===== config.mk =====
export PLATFORM = sky130hd
export DESIGN_NAME = vector_sequencer
export DESIGN_NICKNAME = d
export VERILOG_FILES = /design/src/rtl/tester_pkg.sv /design/src/rtl/vector_sequencer.sv
export SDC_FILE = /design/constraint.sdc
export NUM_CORES = 1
export LEC_CHECK = 0
export ABC_AREA = 0
export CORE_ASPECT_RATIO = 1.25
export CORE_MARGIN = 3
export CORE_UTILIZATION = 67
export CTS_CLUSTER_DIAMETER = 120
export DETAILED_ROUTE_END_ITERATION = 10
export DONT_BUFFER_PORTS = 1
export GPL_ROUTABILITY_DRIVEN = 0
export HOLD_SLACK_MARGIN = 0.06
export PLACE_DENSITY = 0.83
export SLEW_MARGIN = 0
export SYNTH_ARGS = -nofsm -noshare
export SYNTH_HDL_FRONTEND = slang
export SYNTH_SLANG_ARGS = --single-unit

===== constraint.sdc =====
create_clock -name clock -period 7.05 [get_ports clock]
set_clock_uncertainty 0.05 [all_clocks]
set_input_delay 0.705 -clock clock [delete_from_list [all_inputs] [get_ports clock]]
set_output_delay 0.705 -clock clock [all_outputs]
set_load 0.05 [all_outputs]

===== src/rtl/tester_pkg.sv =====
// Shared types and field-position helpers for the tester datapath blocks.
// Stimulus word = {delay, vector}; result word = {seq, dut_out}.
package tester_pkg;

    typedef enum logic [1:0] {
        VS_IDLE    = 2'd0,
        VS_SETTLE  = 2'd1,
        VS_CAPTURE = 2'd2,
        VS_WRITE   = 2'd3
    } vseq_state_t;

    // The vector / dut_out field always sits at the bottom of its word.
    localparam int VEC_LSB = 0;

    function automatic int upper_lsb(input int vec_width);
        return vec_width;
    endfunction

    function automatic int upper_width(input int word_width, input int vec_width);
        return word_width - vec_width;
    endfunction

endpackage


===== src/rtl/vector_sequencer.sv =====
// Moves one test vector at a time: stimulus FIFO -> DUT -> settle -> capture
// -> tagged result FIFO word. Four-state FSM with an inline settle counter.
module vector_sequencer
    import tester_pkg::*;
#(
    parameter int STF_WIDTH = 24,
    parameter int RTF_WIDTH = 24,
    parameter int VEC_WIDTH = 16
) (
    input  logic                           clock,
    input  logic                           reset_n,
    input  logic                           enable,
    input  logic                           abort,
    input  logic [STF_WIDTH-1:0]           sfifo_data,
    output logic                           sfifo_rdreq,
    input  logic                           sfifo_rdempty,
    output logic [VEC_WIDTH-1:0]           dut_in,
    input  logic [VEC_WIDTH-1:0]           dut_out,
    output logic [RTF_WIDTH-1:0]           rfifo_data,
    output logic                           rfifo_wrreq,
    input  logic                           rfifo_wrfull,
    output logic                           busy,
    output logic [RTF_WIDTH-VEC_WIDTH-1:0] seq,
    output logic [1:0]                     dbg_state
);

    localparam int DLY_W   = upper_width(STF_WIDTH, VEC_WIDTH);
    localparam int SEQ_W   = upper_width(RTF_WIDTH, VEC_WIDTH);
    localparam int DLY_LSB = upper_lsb(VEC_WIDTH);

    vseq_state_t            state_q, state_d;
    logic [VEC_WIDTH-1:0]   dut_in_q, dut_in_d;
    logic [DLY_W-1:0]       cnt_q, cnt_d;
    logic [RTF_WIDTH-1:0]   res_q, res_d;
    logic [SEQ_W-1:0]       seq_q, seq_d;

    logic [VEC_WIDTH-1:0]   word_vec;
    logic [DLY_W-1:0]       word_dly;

    assign word_vec = sfifo_data[VEC_LSB +: VEC_WIDTH];
    assign word_dly = sfifo_data[DLY_LSB +: DLY_W];

    // Handshakes: sfifo_rdreq pops the show-ahead head in the same cycle it is
    // high (only when !sfifo_rdempty); rfifo_wrreq pushes rfifo_data in the
    // same cycle it is high (only when !rfifo_wrfull). Both are single-cycle.
    always_comb begin
        state_d     = state_q;
        dut_in_d    = dut_in_q;
        cnt_d       = cnt_q;
        res_d       = res_q;
        seq_d       = seq_q;
        sfifo_rdreq = 1'b0;
        rfifo_wrreq = 1'b0;

        if (abort) begin
            state_d = VS_IDLE;
        end else begin
            case (state_q)
                VS_IDLE: begin
                    if (enable && !sfifo_rdempty) begin
                        sfifo_rdreq = 1'b1;
                        dut_in_d    = word_vec;
                        cnt_d       = word_dly;
                        state_d     = VS_SETTLE;
                    end
                end
                VS_SETTLE: begin
                    if (cnt_q != '0) begin
                        cnt_d = cnt_q - DLY_W'(1);
                    end else begin
                        state_d = VS_CAPTURE;
                    end
                end
                VS_CAPTURE: begin
                    res_d   = {seq_q, dut_out};
                    state_d = VS_WRITE;
                end
                VS_WRITE: begin
                    // A full result FIFO stalls here; the result is never dropped.
                    if (!rfifo_wrfull) begin
                        rfifo_wrreq = 1'b1;
                        seq_d       = seq_q + SEQ_W'(1);
                        state_d     = VS_IDLE;
                    end
                end
                default: state_d = VS_IDLE;
            endcase
        end
    end

    always_ff @(posedge clock or negedge reset_n) begin
        if (!reset_n) begin
            state_q  <= VS_IDLE;
            dut_in_q <= '0;
            cnt_q    <= '0;
            res_q    <= '0;
            seq_q    <= '0;
        end else begin
            state_q  <= state_d;
            dut_in_q <= dut_in_d;
            cnt_q    <= cnt_d;
            res_q    <= res_d;
            seq_q    <= seq_d;
        end
    end

    assign dut_in     = dut_in_q;
    assign rfifo_data = res_q;
    assign seq        = seq_q;
    assign busy       = (state_q != VS_IDLE);
    assign dbg_state  = state_q;

endmodule


==> flow_summary.yaml, run 1 <==
drt:
  drc: 0
  drtIter0Drc: 88
  dr_total_vias: 1596
  drtPass1Iterations: 4
  post_drt_wl_per_cell_um: 21.63
  wl_um: 5169
  ant_nets: 0
  via_per_inst: 6.678
sta:
  tns_ns: 0
  relSlewSlack: 0.2561
  rsz0062_at_grt: "false"
  tightest_slew_ns: 1.111
  fmax_mhz: 314.6
  maxSlewViolCount: 0
  min_period_over_period: 0.4509
  setup_viol: 0
  min_period_ns: 3.179
  hold_viol: 0
finish:
  syn2layout_area_growth_pct: 12.25
  fill_cells: 210
  multiInputGateArea_um2: 1036
  drive_gt1_frac: 0.2900
  antenna_cells: 0
  register_area_um2: 1451
  stdcell_count: 239
  fin_nets: 248
clock_tree:
  clk_path_buf_depth: 2
  cts.htree.levels: 3
  worst_skew_pair.late_latency_ns: 0.32
  clk_pin_slew_ns: 0.06
  clockRootBuffer: "clkbuf_8"
  cts_sinks: 58
  cts_tree: "built"
  cts_resized: 0
  numCtsBuffers: 9
synth:
  synth_top_cell_by_area: "dfrtp_1"
  yosysWarnings: 0
  synth_cell_type_count: 42
  synth_top_area_frac: 0.5731
  synth_fp_nets: 243
  synth-main-ff-cell: "dfrtp_1"
  synthArstFlopShare: 1.000
  netlist_instances: 190
  synth_edf_count: 0
  ys_ff_latch: 58
  syn_avg_cell_area_um2: 13.33
  synthesis.area_um2: 2532
  synth_most_common_cell: "dfrtp_1"
  ys_seq_area_frac: 0.5731
  synth_top_cells_by_count: "dfrtp_1, mux2_2, nand2_1"
  synth_area_leaders: "dfrtp_1, mux2_2, ha_1"
placed_design:
  post-place-cells: 222
  io_buffers: 0
  dp_hpwl_um: 3705
worst_setup_path:
  crit_path_start_kind: "flop"
  crit_arrival_ns: 3.33
  critPathCaptureType: "flop"
  cp_max_fo: 20
  crit_required_ns: 7.20
  critical_path_class: "reg -> reg"
min_path:
  hold_path_class: "in -> async"
die:
  die_w_um: 60.99
  core_um2: 3573
  die_h_um: 74.74
  rows: 24
  start_util: 0.7087
  die_area_um2: 4558
  io_pins: 99
pwr:
  ir_drop_uv: 346.7
  power_density_nw_per_um2: 550.3
  p_leak_nw: 1.300
global_route:
  grt_pass1_vias: 1602
  grt_start_max_net_pins: 59
  antenna_found_initial: 0
  track_usage: 0.2390
  grt_pass1_wl_um: 7838
  grt_overflow: 0
job:
  drv_cap: 0
status:
  status: "finished, final reports clean"
state kept, by name, summed over array words and instances (netlist names):
name	flops
cnt_q	8
dbg_state	2
seq	8
rfifo_data	24
dut_in	16
what timing repair did:
item | in CTS | in global routing
setup buffers | 0 | 0
hold buffers | 1 | 0
endpoints found under the hold margin | 58 | 0
metal layers:
metal	up-vias	part of all wire	track usage
met5	-	0	0
met4	0	0.015	0.1060
met3	11	0.079	0.07890
met2	94	0.55	0.4150
met1	795	0.36	0.2621
li1	696	-	-
worst max-delay path, stage by stage, from the launching register on:
cell and delay (ns):
dfrtp_1 0.60, inv_1 0.20, ha_1 0.25, nor4bb_4 0.21
buf_4 0.38, o22ai_1 0.39, or4_1 0.65, o311a_1 0.33
through the flow:
| stage | worst slack [ns] | cell area (µm²) | power, mW | utilization | hold WS, ns |
|---|---|---|---|---|---|
| floorplan | 3.775 | 2532 | 1.131 | - | 0.3594 |
| global placement | 4.072 | 2577 | 1.175 | 0.7213 | 0.3605 |
| detailed placement | 3.911 | 2577 | 1.211 | 0.7213 | 0.3606 |
| CTS | 3.892 | 2843 | 1.574 | 0.7955 | 0.1898 |
| global route | 3.723 | 2843 | 1.644 | 0.7955 | 0.1848 |
| finish | 3.871 | 2843 | 1.564 | 0.7955 | 0.1861 |
cell families after synthesis:
group                    count (synthesis)  share of synthesized area
flip-flops                              58                     0.5731
multiplexers                            46                     0.2026
AND/OR/NAND/NOR                         41                    0.09339
buffers and inverters                   16                    0.02668
AO/OA/AOI/OAI                           15                    0.04546
XOR/XNOR                                 7                    0.02421
adder cells (fa/ha/maj)                  7                    0.03458
final timing paths:
path / start / endpoint / slack [ns] / depth (start not counted)
worst max-delay path: dbg_state[0] / cnt_q[5] / 3.87 / 7
max in group asynchronous: reset_n / cnt_q[6] / 6.52 / 1
worst max register to register: dbg_state[0] / cnt_q[5] / 3.87 / 7
worst min register to register: cnt_q[0] / cnt_q[0] / 0.50 / 2
worst min-delay path: reset_n / seq[5] / 0.19 / 1
min in group clock: sfifo_data[2] / dut_in[2] / 0.47 / 1
power by group:
group / switching (mW) / internal, mW
logic: 0.146 / 0.146
clock network: 0.122 / 0.227
registers: 0.474 / 0.450
total: 0.742 / 0.823
area by class of cell:
| class | instances | share of cell area |
|---|---|---|
| Sequential cell | 58 | 0.5106 |
| Multi-Input combinational cell | 116 | 0.3644 |
| Clock buffer | 12 | 0.05810 |
| Clock inverter | 4 | 0.02553 |
| Tap cell | 39 | 0.01717 |
| Timing Repair Buffer | 3 | 0.01496 |
| Inverter | 7 | 0.009243 |
placed cells by master (no fill, tap or decap), types with 5 or more instances in the layout:
cell      Yosys  routed
clkbuf_8      0      12
dfrtp_1      58      58
ha_1          7       7
inv_1         6       6
mux2_1        7       7
mux2_2       35      35
nand2_1       8       8
nand3_1       6       6
nor2_1        6       6
xnor2_1       5       5
Note: power is estimated with default switching activity, not from simulation.
==> run 2, diff against run 1 <==
CORE_UTILIZATION = 62   (was 67)
PLACE_DENSITY = 0.78   (was 0.83)
clock period = 3.1 ns   (was 7.05 ns; I/O delays follow)
==> run 2 against run 1 <==
Against the previous run: setup slack got worse by 3.2 ns; die area rose by 7.3%; critical endpoint is now dbg_state[0]; global-route usage fell by 0.83 points; count of clock-buffer cells in the layout rose by 1; clock power rose by 65%; sequential cell count did not move; cell count rose by 10%; core utilization fell by 5.0 points; design area rose by 0.88%; combinational power rose by 150%.
==> flow_summary.yaml, run 2 (synthesis results as in run 1) <==
job:
  drv_cap: 0
die:
  die_h_um: 77.46
  rows: 25
  start_util: 0.6582
  io_pins: 99
  die_area_um2: 4892
  die_w_um: 63.17
  core_um2: 3847
placed_design:
  dp_hpwl_um: 3930
  io_buffers: 0
  post-place-ws_ns: 0.6666
drt:
  wl_um: 5501
  drc: 0
  drtIter0Drc: 110
  via_per_inst: 6.266
  drtPass1Iterations: 4
  dr_total_vias: 1648
  post_drt_wl_per_cell_um: 20.92
  ant_nets: 0
clock_tree:
  numCtsBuffers: 9
  clk_pin_slew_ns: 0.06
  clockRootBuffer: "clkbuf_8"
  cts_tree: "built"
  post_cts_buffers: 0
  worst_skew_pair.late_latency_ns: 0.33
  cts_sinks: 58
  ctsHoldBuffers: 3
  cts.htree.levels: 3
  cts_resized: 0
  clk_path_buf_depth: 2
sta:
  tightest_slew_ns: 0.6068
  tns_ns: 0
  min_period_over_period: 0.7903
  timing.hold.ws_ns: 0.07210
  hold_viol: 0
  min_period_ns: 2.450
  fmax_mhz: 408.2
  setup_ws_ns: 0.6502
  relSlewSlack: 0.5955
  rsz0062_at_grt: "false"
  setup_viol: 0
  maxSlewViolCount: 0
worst_setup_path:
  critical_path_class: "reg -> reg"
  crit_path_top_delay_cell: "or4_4"
  critPathBufInv: 0
  crit_path_start_kind: "flop"
  slowest_delay_ns: 0.56
  crit_required_ns: 3.26
  crit_arrival_ns: 2.61
  critPathCaptureType: "flop"
  critPathTopFamily: "simple AND/OR/NAND/NOR gates"
  cp_max_fo: 8
  crit_chain: "or4_4 -> or4b_1 -> a222oi_1 -> mux2_1"
finish:
  mostFrequentLayoutCells: "dfrtp_1, mux2_2, clkbuf_8"
  antenna_cells: 0
  final_core_util: 0.7454
  multiInputGateArea_um2: 1036
  register_area_um2: 1451
  fill_cells: 254
  largest_reg_flops: 24
  syn2layout_area_growth_pct: 13.24
  fin_nets: 257
  drive_gt1_frac: 0.2823
  final_common_cell: "dfrtp_1"
global_route:
  grt_pass1_vias: 1734
  track_usage: 0.2306
  grt_start_max_net_pins: 59
  grt_overflow: 0
  grt_pass1_wl_um: 8459
  antenna_found_initial: 0
pwr:
  p_leak_nw: 1.310
  ir_drop_uv: 758.2
  power_density_nw_per_um2: 1176
status:
  status: "finished, final reports clean"
min_path:
  hold_path_class: "in -> reg"
## run 2: path summary, 6_finish.rpt
check	from	to	slack, ns	depth (start not counted)
max in group asynchronous	reset_n	cnt_q[1]	2.31	2
setup / recovery	cnt_q[4]	dbg_state[0]	0.65	4
setup reg to reg	cnt_q[4]	dbg_state[0]	0.65	4
hold reg to reg	cnt_q[0]	cnt_q[0]	0.49	2
hold / removal	sfifo_data[3]	dut_in[3]	0.07	1
min in group asynchronous	reset_n	seq[6]	0.46	2
## run 2: layout make-up
type                    instances  area share
multi-input cells             116      0.3613
clock buffers                  13     0.05192
clock inverters                 3    0.005236
inverters                       7    0.009162
well taps                      54     0.02356
flip-flops and latches         58      0.5061
repair buffers                 12     0.04276
## run 2: where the power goes
group          leakage, nW  switching, mW  internal [mW]
Clock               0.0872          0.271          0.308
Combinational        0.492          0.375          0.353
Sequential           0.731           1.04           1.02
Total                 1.31           1.69           1.68
## run 2: metal layers
layer | track usage | wire length (µm)
met1 | 0.2068 | 1805
met2 | 0.4161 | 2969
met3 | 0.09986 | 530
met4 | 0.1413 | 196
met5 | 0 | 0
## run 2: worst register-to-register path: stages (launching register included)
cell and delay, ns:
dfrtp_1 0.46, or4_4 0.56, or4b_1 0.48, a222oi_1 0.41
mux2_1 0.37
## run 2: metrics by stage
step                cell area [µm²]  cells  total power [mW]
floorplan                      2537    190             2.572
global placement               2626    241             2.697
detailed placement             2626    241             2.782
CTS                            2838    260             3.379
global route                   2868    263             3.521
finish                         2868    263             3.372
==> run 3, diff against run 2 <==
CORE_UTILIZATION = 56   (was 62)
PLACE_DENSITY = 0.74   (was 0.78)
clock period = 2.2 ns   (was 3.1 ns; I/O delays follow)
==> run 3 against run 2 <==
Against the previous run: combinational power increased by 79%; global-route usage increased by 0.75 points; count of clock-buffer cells in the layout decreased by 1; critical path type unchanged; register-to-register slack got worse by 0.67 ns; design area increased by 18%; setup slack got worse by 0.67 ns; largest power group unchanged; the run now ends with setup timing left; first-iteration DRC count decreased by 31%; worst hold slack improved by 0.014 ns; cell count increased by 19%; via count increased by 11%; sequential power increased by 38%.
==> flow_summary.yaml, run 3 (synthesis results as in run 1) <==
clock_tree:
  cts_sinks: 58
  clockRootBuffer: "clkbuf_8"
  clk_pin_slew_ns: 0.06
  cts_tree: "built"
  numCtsBuffers: 9
  worst_skew_pair.late_latency_ns: 0.33
  clk_path_buf_depth: 2
  cts.htree.levels: 3
finish:
  final_common_cell: "dfrtp_1"
  fin_nets: 305
  antenna_cells: 0
  drive_gt1_frac: 0.2918
  syn2layout_area_growth_pct: 34.04
  mostFrequentLayoutCells: "dfrtp_1, dlygate4sd3_1, mux2_2"
  fin_area_um2: 3395
  largest_reg_flops: 24
sta:
  setup_ws_ns: -0.01959
  setup_viol: 2
  rsz0062_at_grt: "true"
  maxSlewViolCount: 0
  relSlewSlack: 0.6073
  min_period_over_period: 1.009
  fmax_mhz: 450.5
  tns_ns: -0.03782
  min_period_ns: 2.220
  tightest_slew_ns: 0.5890
  hold_viol: 0
worst_setup_path:
  critical_path_class: "reg -> reg"
  r2r_setup_slack_ns: -0.02
  critPathCaptureType: "flop"
  crit_arrival_ns: 2.40
  cp_max_fo: 2
  reg2reg_depth: 5
  crit_required_ns: 2.38
  crit_path_start_kind: "flop"
placed_design:
  dpl_cell_area_um2: 2713
  io_buffers: 0
  dp_hpwl_um: 3934
pwr:
  power_density_nw_per_um2: 1544
  ir_drop_uv: 1050
  p_leak_nw: 1.550
global_route:
  grt_pass1_wl_um: 9315
  antenna_found_initial: 0
  grt_overflow: 0
  track_usage: 0.2381
  grt_start_max_net_pins: 59
  grt_pass1_vias: 1963
die:
  rows: 26
  die_w_um: 66.15
  die_area_um2: 5370
  core_um2: 4229
  start_util: 0.5988
  die_h_um: 81.19
  io_pins: 99
drt:
  dr_total_vias: 1826
  wl_um: 5968
  ant_nets: 0
  via_per_inst: 5.834
  post_drt_wl_per_cell_um: 19.07
  drtIter0Drc: 76
  drtPass1Iterations: 4
  drc: 0
status:
  status: "complete, but fails checks"
  violations: "setup timing"
min_path:
  whs_path_depth: 2
  hold_path_class: "in -> reg"
job:
  drv_cap: 0
[run 3: cell type report]
| class | instances | area [µm²] |
|---|---|---|
| sequential | 58 | 1454 |
| multi-input combinational | 116 | 1042 |
| fill | 252 | 834.6 |
| timing repair buffer | 60 | 573.1 |
| clock buffer | 12 | 155.1 |
| clock inverter | 4 | 73.82 |
| tap | 56 | 70.07 |
| inverter | 7 | 26.28 |
[run 3: critical path, stage by stage, from the launching register on]
cell	delay, ns
dfrtp_1	0.38
or4_4	0.53
or4b_1	0.47
a222oi_1	0.31
buf_4	0.18
mux2i_1	0.21
[run 3: worst paths after layout]
| kind | start | to |
|---|---|---|
| worst max-delay path | cnt_q[4] | dbg_state[1] |
| worst min-delay path | abort | dbg_state[0] |
| worst max register to register | cnt_q[4] | dbg_state[1] |
| worst min register to register | cnt_q[0] | cnt_q[0] |
| max in group asynchronous | reset_n | dbg_state[1] |
| min in group asynchronous | reset_n | rfifo_data[21] |
[run 3: per-layer routing]
metal | track usage | share of wire | wire, µm
met3 | 0.07884 | 0.064 | 380
met5 | 0 | 0 | 0
met2 | 0.4260 | 0.55 | 3307
met4 | 0.1301 | 0.027 | 164
met1 | 0.2400 | 0.35 | 2116
[run 3: stage by stage]
step / cells / hold WS, ns / utilization / setup WS [ns] / power, mW
after floorplan: 190 / -0.1256 / - / -0.1120 / 3.639
after global placement: 253 / -0.1244 / 0.6414 / -0.04458 / 3.926
after detailed placement: 253 / -0.1242 / 0.6414 / -0.08340 / 4.036
after CTS: 312 / 0.07097 / 0.8009 / -0.06409 / 5.248
after global routing: 313 / 0.1017 / 0.8027 / -0.1219 / 5.477
final: 313 / 0.08576 / 0.8027 / -0.01959 / 5.241
[run 3: report_power, final]
group / total (mW) / internal [mW] / switching (mW)
Clock: 1.10 / 0.700 / 0.403
Combinational: 1.30 / 0.659 / 0.639
Sequential: 2.84 / 1.45 / 1.39
[run 3: timing repair]
item / in CTS / in global routing
setup endpoints to repair: 2 / 3
buffers inserted: 1 / 1
hold endpoints to repair: 98 / 0
gates resized for setup: 0 / 0
pin swaps: 3 / 1
hold buffers: 42 / 0
gates cloned: 0 / 0
